## src/rtl/mmio_responder.sv

```systemverilog
// MMIO responder on the 8-bit data-memory bus: TX FIFO, RX capture, status/overflow, free-running timer.
// Define MMIO_IRQ_EN to add the MASK register at offset 0x4 and a registered interrupt output.
module mmio_responder #(
   parameter logic [7:0] BASE_ADDR  = 8'hF0,
   parameter int         FIFO_DEPTH = 4
) (
   input  logic       clock,
   input  logic       reset,
   input  logic       MemRead,
   input  logic       wren,
   input  logic [7:0] address,
   input  logic [7:0] data,
   output logic [7:0] q,
   output logic       hit,
   output logic [7:0] tx_data,
   output logic       tx_valid,
   input  logic       tx_ready,
   input  logic [7:0] rx_in,
   input  logic       rx_strobe,
   output logic       irq
);

   localparam int PTR_W = (FIFO_DEPTH > 2) ? $clog2(FIFO_DEPTH) : 1;
   localparam logic [PTR_W:0] DEPTH_C = (PTR_W+1)'(FIFO_DEPTH);

   localparam logic [3:0] OFF_TXDATA = 4'h0;
   localparam logic [3:0] OFF_STATUS = 4'h1;
   localparam logic [3:0] OFF_RXDATA = 4'h2;
   localparam logic [3:0] OFF_TIMER  = 4'h3;
   localparam logic [3:0] OFF_MASK   = 4'h4;

   logic [7:0]     r_mem [FIFO_DEPTH];
   logic [PTR_W-1:0] r_wr_ptr;
   logic [PTR_W-1:0] r_rd_ptr;
   logic [PTR_W:0] r_count;
   logic           r_overflow;
   logic           r_rx_valid;
   logic [7:0]     r_rx_reg;
   logic [7:0]     r_timer;
   logic [7:0]     r_q;
   logic           r_hit;

   logic           w_win;
   logic [3:0]     w_off;
   logic           w_full;
   logic           w_empty;
   logic           w_push_req;
   logic           w_push;
   logic           w_pop;
   logic           w_ovf_set;
   logic           w_rd_rx;
   logic [7:0]     w_status;
   logic [7:0]     w_rd_val;

   assign w_win      = (address[7:4] == BASE_ADDR[7:4]);
   assign w_off      = address[3:0];
   assign w_full     = (r_count == DEPTH_C);
   assign w_empty    = (r_count == '0);
   assign w_pop      = tx_valid & tx_ready;
   assign w_push_req = wren & w_win & (w_off == OFF_TXDATA);
   // A full FIFO still accepts a push when the head leaves on the same edge.
   assign w_push     = w_push_req & (~w_full | w_pop);
   assign w_ovf_set  = w_push_req & w_full & ~w_pop;
   assign w_rd_rx    = MemRead & w_win & (w_off == OFF_RXDATA);
   assign w_status   = {4'b0000, r_overflow, w_full, w_empty, r_rx_valid};

   assign tx_valid = ~w_empty;
   assign tx_data  = r_mem[r_rd_ptr];
   assign q        = r_q;
   assign hit      = r_hit;

`ifdef MMIO_IRQ_EN
   logic [2:0] r_mask;
   logic       r_irq;

   always_ff @(posedge clock or negedge reset) begin
      if (!reset) begin
         r_mask <= 3'b000;
         r_irq  <= 1'b0;
      end else begin
         if (wren && w_win && (w_off == OFF_MASK))
            r_mask <= data[2:0];
         r_irq <= |(r_mask & {r_overflow, w_empty, r_rx_valid});
      end
   end

   assign irq = r_irq;
`else
   assign irq = 1'b0;
`endif

   always_comb begin
      w_rd_val = 8'h00;
      case (w_off)
         OFF_STATUS: w_rd_val = w_status;
         OFF_RXDATA: w_rd_val = r_rx_reg;
         OFF_TIMER:  w_rd_val = r_timer;
`ifdef MMIO_IRQ_EN
         OFF_MASK:   w_rd_val = {5'b00000, r_mask};
`endif
         default:    w_rd_val = 8'h00;
      endcase
   end

   // Read data is taken from pre-edge state, so a same-cycle write is not visible.
   always_ff @(posedge clock or negedge reset) begin
      if (!reset) begin
         r_q   <= 8'h00;
         r_hit <= 1'b0;
      end else if (MemRead && w_win) begin
         r_q   <= w_rd_val;
         r_hit <= 1'b1;
      end else begin
         r_q   <= 8'h00;
         r_hit <= 1'b0;
      end
   end

   always_ff @(posedge clock or negedge reset) begin
      if (!reset) begin
         for (int i = 0; i < FIFO_DEPTH; i++)
            r_mem[i] <= 8'h00;
         r_wr_ptr <= '0;
         r_rd_ptr <= '0;
         r_count  <= '0;
      end else begin
         if (w_push) begin
            r_mem[r_wr_ptr] <= data;
            r_wr_ptr        <= r_wr_ptr + PTR_W'(1);
         end
         if (w_pop)
            r_rd_ptr <= r_rd_ptr + PTR_W'(1);
         case ({w_push, w_pop})
            2'b10:   r_count <= r_count + (PTR_W+1)'(1);
            2'b01:   r_count <= r_count - (PTR_W+1)'(1);
            default: r_count <= r_count;
         endcase
      end
   end

   always_ff @(posedge clock or negedge reset) begin
      if (!reset) begin
         r_overflow <= 1'b0;
         r_rx_valid <= 1'b0;
         r_rx_reg   <= 8'h00;
         r_timer    <= 8'h00;
      end else begin
         if (w_ovf_set)
            r_overflow <= 1'b1;
         else if (wren && w_win && (w_off == OFF_STATUS))
            r_overflow <= 1'b0;

         // A new strobe keeps rx_valid set even when RXDATA is read on the same edge.
         if (rx_strobe) begin
            r_rx_reg   <= rx_in;
            r_rx_valid <= 1'b1;
         end else if (w_rd_rx) begin
            r_rx_valid <= 1'b0;
         end

         if (wren && w_win && (w_off == OFF_TIMER))
            r_timer <= data;
         else
            r_timer <= r_timer + 8'd1;
      end
   end

endmodule
```

## config.mk

```make
export PLATFORM = sky130hd
export DESIGN_NAME = mmio_responder
export DESIGN_NICKNAME = d
export VERILOG_FILES = /design/src/rtl/mmio_responder.sv
export SDC_FILE = /design/constraint.sdc
export NUM_CORES = 1
export LEC_CHECK = 0
export ABC_AREA = 1
export BUFFER_PORTS_ARGS = -buffer_cell sky130_fd_sc_hd__buf_2
export CORE_AREA = 2 2 83 104
export CTS_BUF_LIST = sky130_fd_sc_hd__clkbuf_16
export DETAILED_ROUTE_END_ITERATION = 6
export DIE_AREA = 0 0 85 106
export PLACE_DENSITY_LB_ADDON = 0.15
export SLEW_MARGIN = 10
export SYNTH_ARGS = -nofsm -noshare
export SYNTH_HDL_FRONTEND = slang
export SYNTH_SLANG_ARGS = --single-unit
```

## constraint.sdc

```tcl
create_clock -name clock -period 1.85 [get_ports clock]
set_input_delay 0.185 -clock clock [delete_from_list [all_inputs] [get_ports clock]]
set_output_delay 0.185 -clock clock [all_outputs]
set_load 0.005 [all_outputs]
```

* Yosys cells after proc, flatten, opt, wreduce, memory -nomap -nowiden
Cells that the tools add are included.
** Word-level totals
- Register bits after elaboration :: 66
- Input bits :: 30
- Word-level logic and storage cells :: 67
** Cells by class
- Add/subtract/negate cells :: 5
- Order comparisons :: 3
- Equality and inequality tests :: 7
- Mux-type cells :: 15
- Bitwise gates (word level) :: 14
- Reduce and logical (&&, ||, !) cells :: 10
** Operator list (count)
- 8-bit two-way mux :: 5
- 32-bit bitwise mux :: 1
- 8-bit one-hot mux with 3 select lines :: 1
- 8-bit binary-select mux with 2-bit select :: 1
- 8-bit demux with 2-bit select :: 1
- 8-bit by 1-bit adder with 8-bit output, second input constant :: 1
- 1-bit bitwise AND :: 8
- 4-bit by 2-bit equality test with 1-bit output, second input constant :: 2
- 3-bit greater-or-equal comparator, second input constant :: 2
- 2-bit inverter with 3-bit output :: 2
- 3-bit one-hot mux with 2 select lines :: 1
- 2-bit nonzero test :: 3
- 1-bit logical AND :: 5
- 1-bit two-way mux :: 5
- 2-bit by 1-bit adder with 2-bit output, second input constant :: 2
- 4-bit by 1-bit equality test with 1-bit output, second input constant :: 1
- 4-bit equality test, second input constant :: 1
- 4-bit logical NOT :: 1
- 3-bit by 1-bit adder with 3-bit output, second input constant :: 1
- 3-bit equality test, second input constant :: 1
- 3-bit logical NOT :: 1
- 3-bit by 1-bit < comparator with 1-bit output, second input constant :: 1
- 1-bit inverter :: 3
- 3-bit by 1-bit subtractor with 3-bit output, second input constant :: 1
- 3 further kinds :: 3

* Longest topological paths before layout
Gate-level depths: netlist of run 1.
- Depth after elaboration :: 7
- Mapped depth :: 11
- Mapped depth without buffers :: 11

* Worst setup path before layout of run 1
Ideal clock, no wire load.
- Kind :: reg-to-reg
- From :: register r_count[0]
- To :: register r_count[2]
- Library setup time :: 131 ps
- Arrival time :: 1897 ps
- Required time :: 1719 ps
- Slack :: -178 ps
- Stages on the path, launching flop included :: 11
- Path buffers :: 1
- Clock period less this slack :: 2028 ps
- Cell sequence :: dfrtp_1 > nor2_2 > nand3b_2 > buf_4 > nand2_1 > ha_1 > inv_1 > fa_1 > a21oi_1 > o21ai_0 > xor2_1
** Between the ends
- Word-level cells in the longest chain between the ends :: 7
- Elaborated cells on any way between the ends :: 13
- Those cells by class :: add/sub: 2; eq/ne: 3; mux: 1; bitwise: 5; reduce/logical: 2
** Ends and longest elaborated chain
- start: declaration :: line 35 : logic [PTR_W:0] r_count;
- start signal: assignment :: line 134 : 2'b10: r_count <= r_count + (PTR_W+1)'(1);
- start signal: assignment :: line 135 : 2'b01: r_count <= r_count - (PTR_W+1)'(1);
- start signal: assignment :: line 136 : default: r_count <= r_count;
- 3-bit logical NOT :: line 58 : assign w_empty = (r_count == '0);
- 1-bit inverter :: line 67 : assign tx_valid = ~w_empty;
- 1-bit bitwise AND :: line 59 : assign w_pop = tx_valid & tx_ready;
- 1-bit bitwise OR :: line 62 : assign w_push = w_push_req & (~w_full | w_pop);
- 1-bit bitwise AND :: line 62
- 2-bit by 1-bit equality test with 1-bit output / 2-bit equality test (equally long branches) :: line 133 : case ({w_push, w_pop})
- 3-bit one-hot mux with 2 select lines / 2-bit nonzero test (equally long branches)
Several ways; a longest one is shown, not always the timed one.
A chain may end at the register's enable or synchronous reset.

* Worst setup path after layout of run 1
Ends and elaborated chain as after synthesis.

==> flow_summary.json, run 1 <==
{
  "status": "completed",
  "nets": 480,
  "fin_tns_setup_ps": 0,
  "seq_area_frac_synth_pct": 50.19,
  "dp_slack_ps": 81.44,
  "largest_reg_flops": 32,
  "grt_max_degree": 67,
  "cts.path.max_buffers": 2,
  "timing.rr.start": "r_count[0]",
  "powerDensity_mw_per_mm2": 1172,
  "maxCapViolations": 0,
  "setup_viol": 0,
  "htree_levels": 3,
  "area_growth_pct": 20.49,
  "reg2reg_depth": 9,
  "overflow": 0,
  "finalWeightedCongestion": 0.8164,
  "cts_sinks": 66,
  "dr.pass1.iters": 4,
  "rows": 37,
  "initial_core_util_pct": 40.62,
  "drc": 0,
  "crit_path_end": "r_count[2]",
  "syn-cell-area_mm2": 0.003291,
  "synth_seq_cells": 66,
  "viasPerCell": 5.123,
  "antenna_found_initial": 0,
  "yosysTopAreaCellShare_pct": 50.19,
  "drv_slew": 0,
  "end_kind": "flip-flop",
  "finClkSkew_ps": 4.179,
  "pin_count": 49,
  "p_leak_nw": 2.073,
  "async_reset_ff_share_pct": 100.0,
  "period_share_pct": 94.41,
  "dpl.hpwl_um": 5582,
  "drive_gt1_share_pct": 21.25,
  "cp_max_fo": 3,
  "cts_buffers": 9,
  "fmax_ghz": 0.5725,
  "syn-num-nets": 425,
  "min_period_ps": 1747,
  "ant_nets": 0,
  "die-area_mm2": 0.009010,
  "synth_cell_types": 29,
  "crit_path_start": "r_count[0]",
  "syn_inst": 388,
  "yosys_warnings": 0,
  "rsz0062_at_grt": "no",
  "worst_r2r_endpoint": "r_count[2]",
  "cp-start-kind": "flip-flop",
  "synth.avg_cell_area_um2": 8.481,
  "finalHoldViolations": 0,
  "crit_type": "reg -> reg",
  "clk_pin_slew_ps": 50,
  "cts_tree": "done",
  "synth_edf_count": 0,
  "grt_pass1_wl_um": 14030,
  "synth-main-ff-cell": "dfrtp_1",
  "die_y_um": 106,
  "synth_most_common_cell": "nand2_1",
  "synth_top_area_cell": "dfrtp_1",
  "core-area_mm2": 0.008102,
  "synth_top_cells_by_count": "nand2_1 (130), dfrtp_1 (66), nand4_1 (34)",
  "vdd_drop_max_v": 0.0004987,
  "clkLatencyLatePin_ps": 330,
  "top_register": "r_mem",
  "finalWorstSetupSlack_ps": 103.4,
  "via_count": 2787,
  "grt_usage_pct": 19.71,
  "drt_iter0_drc": 140,
  "die_w_um": 85,
  "min_path_type": "in -> reg",
  "wl_per_cell_um": 14.98,
  "grt_pass1_vias": 2857,
  "finalWirelength_um": 8148,
  "r2r_slack_ps": 100,
  "diodes": 0,
  "worstPathArrival_ps": 1950,
  "ys_top_cells_by_area": "dfrtp_1 (50%), nand2_1 (15%), nand4_1 (6.5%)",
  "root_buffer": "clkbuf_16",
  "io_buffers": 47,
  "worst_ep_required_time_ps": 2050
}
## power by group
part,switching (W),internal (W),leakage [nW],total (W)
combinational,0.000725,0.000514,1.06,0.00124
clock,0.000603,0.00101,0.139,0.00162
sequential,0.000185,0.00161,0.875,0.00179
## cells in the final DEF (no fill, tap or decap)
master / synthesis / routed
a21oi_1: 5 / 5
buf_12: 0 / 1
buf_2: 5 / 47
buf_4: 2 / 13
bufinv_16: 0 / 1
clkbuf_16: 0 / 9
clkinv_1: 0 / 3
clkinv_2: 1 / 2
clkinvlp_4: 0 / 1
conb_1: 1 / 1
dfrtp_1: 66 / 66
dlygate4sd3_1: 0 / 1
fa_2: 0 / 1
ha_1: 6 / 5
ha_4: 0 / 1
inv_1: 23 / 21
inv_2: 2 / 4
nand2_1: 130 / 129
nand2_2: 2 / 2
nand2_4: 0 / 1
nand3_1: 8 / 8
nand3_2: 1 / 1
nand3b_4: 0 / 1
nand4_1: 34 / 34
nand4_2: 4 / 3
nand4_4: 0 / 1
nor2_1: 30 / 30
nor2_2: 3 / 2
nor2_4: 2 / 3
nor3_4: 1 / 1
o21ai_0: 31 / 29
o21ai_1: 1 / 3
o22ai_1: 8 / 8
o31ai_1: 1 / 1
xnor2_1: 2 / 2
xor2_1: 6 / 6
## per-stage QoR
stage,total power [W],instances,hold slack [ps],utilization (%),area [µm²]
after floorplan,0.002577,388,-110.6,-,3331
after global placement,0.003016,526,241.1,45.08,3652
after detailed placement,0.003031,526,240.7,45.08,3652
after CTS,0.004661,542,47.94,48.60,3938
after global routing,0.004960,544,53.39,48.94,3965
final,0.004649,544,57.27,48.94,3965
## repair_timing
| item | 4_1_cts | 5_1_grt |
|---|---|---|
| hold buffers | 1 | 0 |
| hold endpoints to repair | 66 | 0 |
| resized for setup | 0 | 4 |
| setup endpoints to repair | 0 | 9 |
| setup buffers | 0 | 2 |
## worst max-delay path, cell delays in order (launching register included)
cell and delay (ps):
dfrtp_1 420, nor2_4 170, nand3b_4 100, nand2_4 80
ha_4 120, inv_2 40, fa_2 350, a21oi_1 120
o21ai_1 80, xor2_1 140
## kinds of logic (layout without fill, tap and decap cells)
group	Yosys count	in the layout	share of synthesized area [%]
buf+inv	44	103	7.072
xor+xnor	8	8	2.129
compound gates	46	46	7.376
flops	66	66	50.19
fa+ha+maj	7	7	2.890
simple gates	216	216	30.23
other cells	1	1	0.1140
## layer usage
layer	global-route usage, %	routed length, µm	vias up
li1	-	-	1387
met1	26.19	3909	1314
met2	31.75	3796	75
met3	4.814	333	11
met4	6.009	109	0
met5	0	0	-
## how the worst min path moves through the flow
stage	depth (start not counted)	start	endpoint
final	3	rx_in[4]	r_rx_reg[4]
after global routing	3	rx_in[5]	r_rx_reg[5]
after CTS	3	rx_in[4]	r_rx_reg[4]
after detailed placement	2	reset	r_mem[16]
after global placement	2	reset	r_mem[5]
after floorplan	0	reset	hit
## area by class of cell
cell class,count,area [µm²]
Clock buffer,9,225.2
Inverter,26,102.6
Tap cell,97,121.4
Clock inverter,6,50.05
Sequential cell,66,1652
Timing Repair Buffer,62,362.8
Fill cell,795,4136
Multi-Input combinational cell,278,1451
No activity file was read; power rests on OpenSTA's default activity.
==> inputs of run 2 (changes only) <==
- ABC_AREA: 1 -> unset
- CORE_AREA: 2 2 83 104 -> 2 2 81 103
- DIE_AREA: 0 0 85 106 -> 0 0 83 105
- SLEW_MARGIN: 10 -> unset
==> run 2 against run 1 <==
The run now ends with setup timing left. Critical path type unchanged. Fmax decreased by 12%. Final cell count decreased by 29%. Count of clock-buffer cells in the layout unchanged. Wire length down 24%. Setup slack worse by 250 ps. Clock power rose by 12%. Synthesized cell count decreased by 44%. Sequential cell count stayed put. Combinational power fell by 31%. Sequential power about the same. Critical path depth is the same.
==> flow_summary.json, run 2 <==
{
  "status": "complete, but fails checks",
  "violations": "setup timing",
  "syn_inst": 219,
  "grt_max_degree": 51,
  "power_w": 0.004480,
  "p_comb_share_pct": 19.2,
  "vdd_drop_max_v": 0.0005667,
  "yosysTopAreaCellShare_pct": 51.97,
  "clkLatencyLatePin_ps": 330,
  "cp-start-kind": "flip-flop",
  "syn-num-nets": 256,
  "dp_slack_ps": -151.6,
  "die_y_um": 105,
  "crit_chain": "nor4b_4 -> and4b_1 -> inv_4 -> ha_4 -> inv_2 -> fa_2 -> xor2_1 -> nor2_1 -> xor2_1",
  "final_common_cell": "dfrtp_1",
  "finalWirelength_um": 6186,
  "nets": 324,
  "die_w_um": 83,
  "rows": 36,
  "top_register": "r_mem",
  "area_growth_pct": 25.24,
  "synth_edf_count": 0,
  "swShare_pct": 26.64,
  "finalWorstSetupSlack_ps": -144.9,
  "p_seq_share_pct": 40.4,
  "yosys_warnings": 0,
  "root_buffer": "clkbuf_16",
  "cp_max_fo": 2,
  "drv_slew": 0,
  "clk_pin_slew_ps": 60,
  "drt_iter0_drc": 69,
  "syn-cell-area_mm2": 0.003178,
  "diodes": 0,
  "synth_top_area_cell": "dfrtp_1",
  "ant_nets": 0,
  "synth_most_common_cell": "dfrtp_1",
  "async_reset_ff_share_pct": 100.0,
  "finClkSkew_ps": 5.981,
  "die-area_mm2": 0.008715,
  "rsz0062_at_grt": "yes",
  "worst_ep_required_time_ps": 2100,
  "min_period_ps": 1995,
  "fmax_ghz": 0.5013,
  "synth-main-ff-cell": "dfrtp_1",
  "setup_viol": 2,
  "finalWeightedCongestion": 0.8023,
  "powerDensity_mw_per_mm2": 1126,
  "synth_seq_cells": 66,
  "synth_top_cells_by_count": "dfrtp_1 (66), mux2_4 (32), nor2_1 (17)",
  "ys_top_cells_by_area": "dfrtp_1 (52%), mux2_4 (15%), mux4_2 (5.7%)",
  "htree_levels": 3,
  "grt_pass1_wl_um": 10750,
  "cp_common_cell": "xor2_1",
  "seq_area_frac_synth_pct": 51.97,
  "crit_type": "reg -> reg",
  "wl_per_cell_um": 15.98,
  "cts_tree": "done",
  "largest_reg_flops": 32,
  "overflow": 0,
  "cts_buffers": 9,
  "dr.pass1.iters": 4,
  "worstPathArrival_ps": 2250,
  "slowest_delay_ps": 400,
  "via_count": 1922,
  "period_share_pct": 107.8,
  "drive_gt1_share_pct": 49.32,
  "p_int_w": 0.003286,
  "initial_core_util_pct": 41.26,
  "synth_cell_types": 37,
  "core-area_mm2": 0.007702,
  "drc": 0,
  "synth.avg_cell_area_um2": 14.51,
  "min_path_type": "in -> reg",
  "clockPowerShare_pct": 40.4,
  "viasPerCell": 4.966,
  "antenna_found_initial": 0,
  "cts_sinks": 66,
  "p_leak_nw": 1.995,
  "crit_slowest_cell": "dfrtp_1",
  "dpl.hpwl_um": 4319,
  "finalHoldViolations": 0,
  "grt_usage_pct": 16.08,
  "pin_count": 49,
  "cts.path.max_buffers": 2,
  "maxCapViolations": 0,
  "p_sw_w": 0.001194,
  "final_cell_mix": "dfrtp_1 (66), buf_2 (47), mux2_4 (32)",
  "io_buffers": 47,
  "grt_pass1_vias": 2116,
  "end_kind": "flip-flop"
}
[run 2: cell types whose count changed in the layout (fill, tap and decap cells not counted), moves of 4 or more]
cell and delta:
o21ai_0 -27, nor2_1 -13, o22ai_1 -8, nand2_1 -125, inv_1 -16, mux2_4 +32, nand4_1 -33, nand2_8 +4
mux2_2 +13, mux4_2 +8, mux2i_1 +5
[run 2: cells by family (layout without fill, tap and decap cells)]
family / after synthesis / after routing / synth area share, %
adder cells (fa/ha/maj): 7 / 7 / 2.992
AND/OR/NAND/NOR: 47 / 47 / 9.685
XOR/XNOR: 12 / 12 / 3.307
AO/OA/AOI/OAI: 15 / 15 / 2.716
other: 1 / 1 / 0.1180
multiplexers: 58 / 58 / 26.97
buffers and inverters: 13 / 86 / 2.244
flip-flops: 66 / 66 / 51.97
[run 2: area by class of cell]
cell class,count,area [µm²]
clock buffer,9,225.2
clock inverter,7,95.09
fill,662,3722
inverter,6,25.02
multi-input combinational,140,1486
sequential,66,1652
tap,95,118.9
timing repair buffer,64,377.9
[run 2: worst paths after layout]
check	startpoint	end	slack [ps]	depth (start not counted)
worst max-delay path	r_count[1]	r_count[2]	-140	9
worst min-delay path	rx_in[6]	r_rx_reg[6]	80	2
worst max register to register	r_count[1]	r_count[2]	-140	9
worst min register to register	r_mem[30]	r_mem[30]	500	1
max in group asynchronous	reset	q[7]	920	3
min in group asynchronous	reset	r_count[0]	330	2
[run 2: routing by layer]
metal	part of all wire [%]	vias up	wire, µm	GRT usage [%]
met5	0	-	0	0
met4	2.5	0	153	8.080
met3	4.1	10	252	4.818
met2	49	42	3024	25.69
met1	45	963	2756	19.71
li1	-	907	-	-
[run 2: stage by stage]
step,std cells,util (%),hold WS (ps),setup TNS [ps],cell area (µm²)
CTS,386,51.46,68.52,-213.2,3964
floorplan,219,-,-110.6,-308.9,3196
global route,387,51.67,76.86,-342.8,3980
finish,387,51.67,82.42,-181.2,3980
detailed placement,368,46.98,155.4,-220.4,3618
global placement,368,46.98,152.9,-158.3,3618
[run 2: what timing repair did]
| action | 4_1_cts | 5_1_grt |
|---|---|---|
| resized for setup | 2 | 1 |
| endpoints found under the setup margin | 2 | 4 |
| hold buffers | 1 | 0 |
| endpoints found under the hold margin | 16 | 0 |
| pin swaps | 0 | 1 |
| setup buffers | 1 | 1 |
[run 2: worst max-delay path: cells and delay by family (launching register included)]
family / cells / cell delay (ps)
fa+ha+maj: 2 / 450
xor+xnor: 2 / 280
buf+inv: 2 / 100
simple gates: 3 / 670
flops: 1 / 400
[run 2: power by group through the flow]
stage	logic, W	registers (W)	clock network, W
finish	0.000858	0.00181	0.00181
global placement	0.000826	0.00182	0
global route	0.000967	0.00184	0.00192
CTS	0.000863	0.00181	0.00186
detailed placement	0.000836	0.00182	0
floorplan	0.000575	0.00175	0
==> inputs of run 3 (changes only) <==
- RECOVER_POWER: unset -> 25
==> run 3 against run 2 <==
The flow still finishes with violations (setup timing). Clock power about the same. Count of clock-buffer cells in the layout unchanged. Via count about the same. Fmax barely moved. Die area unchanged. Register-to-register slack about the same. Combinational power about the same. Wire length is 0.13% higher. Global-route usage did not move. Sequential cell count did not move. Critical path type unchanged. Critical endpoint unchanged.
==> flow_summary.json, run 3 (synthesized netlist as in run 2, its figures left out) <==
{
  "viasPerCell": 4.969,
  "finalWeightedCongestion": 0.8023,
  "top_layer_used": "met4",
  "cts.path.max_buffers": 2,
  "stdcell_area_mm2": 0.003973,
  "drv_slew": 0,
  "rows": 36,
  "maxCapViolations": 0,
  "drive_gt1_share_pct": 47.95,
  "period_share_pct": 107.8,
  "area_growth_pct": 25.00,
  "drc": 0,
  "cts_buffers": 9,
  "finalWorstSetupSlack_ps": -144.9,
  "swShare_pct": 26.66,
  "crit_path_start": "r_count[1]",
  "grt_usage_pct": 16.08,
  "fmax_ghz": 0.5013,
  "grt_pass1_wl_um": 10750,
  "pin_count": 49,
  "io_buffers": 47,
  "die-area_mm2": 0.008715,
  "worstPathArrival_ps": 2250,
  "nets": 324,
  "wl_met3_um": 247,
  "top_register": "r_mem",
  "core-area_mm2": 0.007702,
  "p_seq_share_pct": 40.4,
  "p_leak_nw": 1.980,
  "p_comb_share_pct": 19.1,
  "largest_reg_flops": 32,
  "worst_ep_required_time_ps": 2100,
  "hold_start": "rx_in[6]",
  "diodes": 0,
  "setup_viol": 2,
  "ant_nets": 0,
  "antenna_found_initial": 0,
  "root_buffer": "clkbuf_16",
  "final_cell_mix": "dfrtp_1 (66), buf_2 (44), mux2_4 (32)",
  "tightest_slew_ps": 1043,
  "status": "complete, but fails checks",
  "grt_pass1_vias": 2116,
  "initial_core_util_pct": 41.26,
  "cts_sinks": 66,
  "end_kind": "flip-flop",
  "cp-start-kind": "flip-flop",
  "clkLatencyLatePin_ps": 330,
  "finalHoldViolations": 0,
  "die_y_um": 105,
  "wl_met1_um": 2778,
  "p_sw_w": 0.001194,
  "fin_tns_setup_ps": -181.2,
  "overflow": 0,
  "min_period_ps": 1995,
  "finalWirelength_um": 6194,
  "violations": "setup timing",
  "timing.rr.start": "r_count[1]",
  "wl_met2_um": 3015,
  "die_w_um": 83,
  "via_count": 1923,
  "final_common_cell": "dfrtp_1",
  "clockPowerShare_pct": 40.4,
  "final_util_pct": 51.58,
  "clk_pin_slew_ps": 60,
  "p_int_w": 0.003285,
  "min_path_type": "in -> reg",
  "cp_max_fo": 2,
  "dr.pass1.iters": 4,
  "dpl_cell_area_mm2": 0.003618,
  "powerDensity_mw_per_mm2": 1128,
  "finClkSkew_ps": 6.013,
  "dpl.hpwl_um": 4319,
  "htree_levels": 3,
  "vdd_drop_max_v": 0.0005666,
  "grt_max_degree": 51,
  "max_slew_margin_pct": 30.44,
  "wl_per_cell_um": 16.01,
  "drt_iter0_drc": 69,
  "rsz0062_at_grt": "yes",
  "crit_type": "reg -> reg",
  "cts_tree": "done"
}
## run 3: timing repair
action	4_1_cts	5_1_grt
resized for setup	2	1
endpoints found under the setup margin	2	4
buffers inserted	1	1
endpoints found under the hold margin	16	0
cloned	0	0
pin swaps	0	1
hold buffers	1	0
## run 3: metal layers
layer  GRT usage, %  vias to the layer above
li1               -                      909
met1          19.71                      962
met2          25.69                       42
met3          4.818                       10
met4          8.080                        0
met5              0                        -
## run 3: worst max-delay path, stage by stage, from the launching register on
cell and delay [ps]:
dfrtp_1 400, nor4b_4 280, and4b_1 270, inv_4 70, ha_4 130, inv_2 30
fa_2 320, xor2_1 140, nor2_1 120, xor2_1 140
## run 3: final timing paths
check | depth (start not counted) | end | slack [ps]
setup reg to reg | 9 | r_count[2] | -140
hold / removal | 2 | r_rx_reg[6] | 80
max in group asynchronous | 3 | q[7] | 490
hold reg to reg | 1 | r_mem[30] | 500
min in group asynchronous | 2 | r_count[0] | 560
setup / recovery | 9 | r_count[2] | -140
## run 3: power by group through the flow
stage | combinational [W] | sequential [W] | clock [W]
global route | 0.000966 | 0.00184 | 0.00192
floorplan | 0.000575 | 0.00175 | 0
finish | 0.000857 | 0.00181 | 0.00181
CTS | 0.000863 | 0.00181 | 0.00186
global placement | 0.000826 | 0.00182 | 0
detailed placement | 0.000836 | 0.00182 | 0
## run 3: final cells by class
type | count | area (µm²)
Tap cell | 95 | 118.9
Sequential cell | 66 | 1652
Timing Repair Buffer | 64 | 370.4
Clock inverter | 7 | 95.09
Fill cell | 664 | 3730
Clock buffer | 9 | 225.2
Multi-Input combinational cell | 140 | 1486
Inverter | 6 | 25.02
## run 3: per-stage QoR
step                instances  power (W)  hold WS [ps]  setup WS [ps]
floorplan                 219   0.002321        -110.6         -208.7
global placement          368   0.002648         152.9         -128.0
detailed placement        368   0.002661         155.4         -151.6
CTS                       386   0.004527         68.52         -172.5
global route              387   0.004722         76.86         -234.5
finish                    387   0.004479         82.41         -144.9
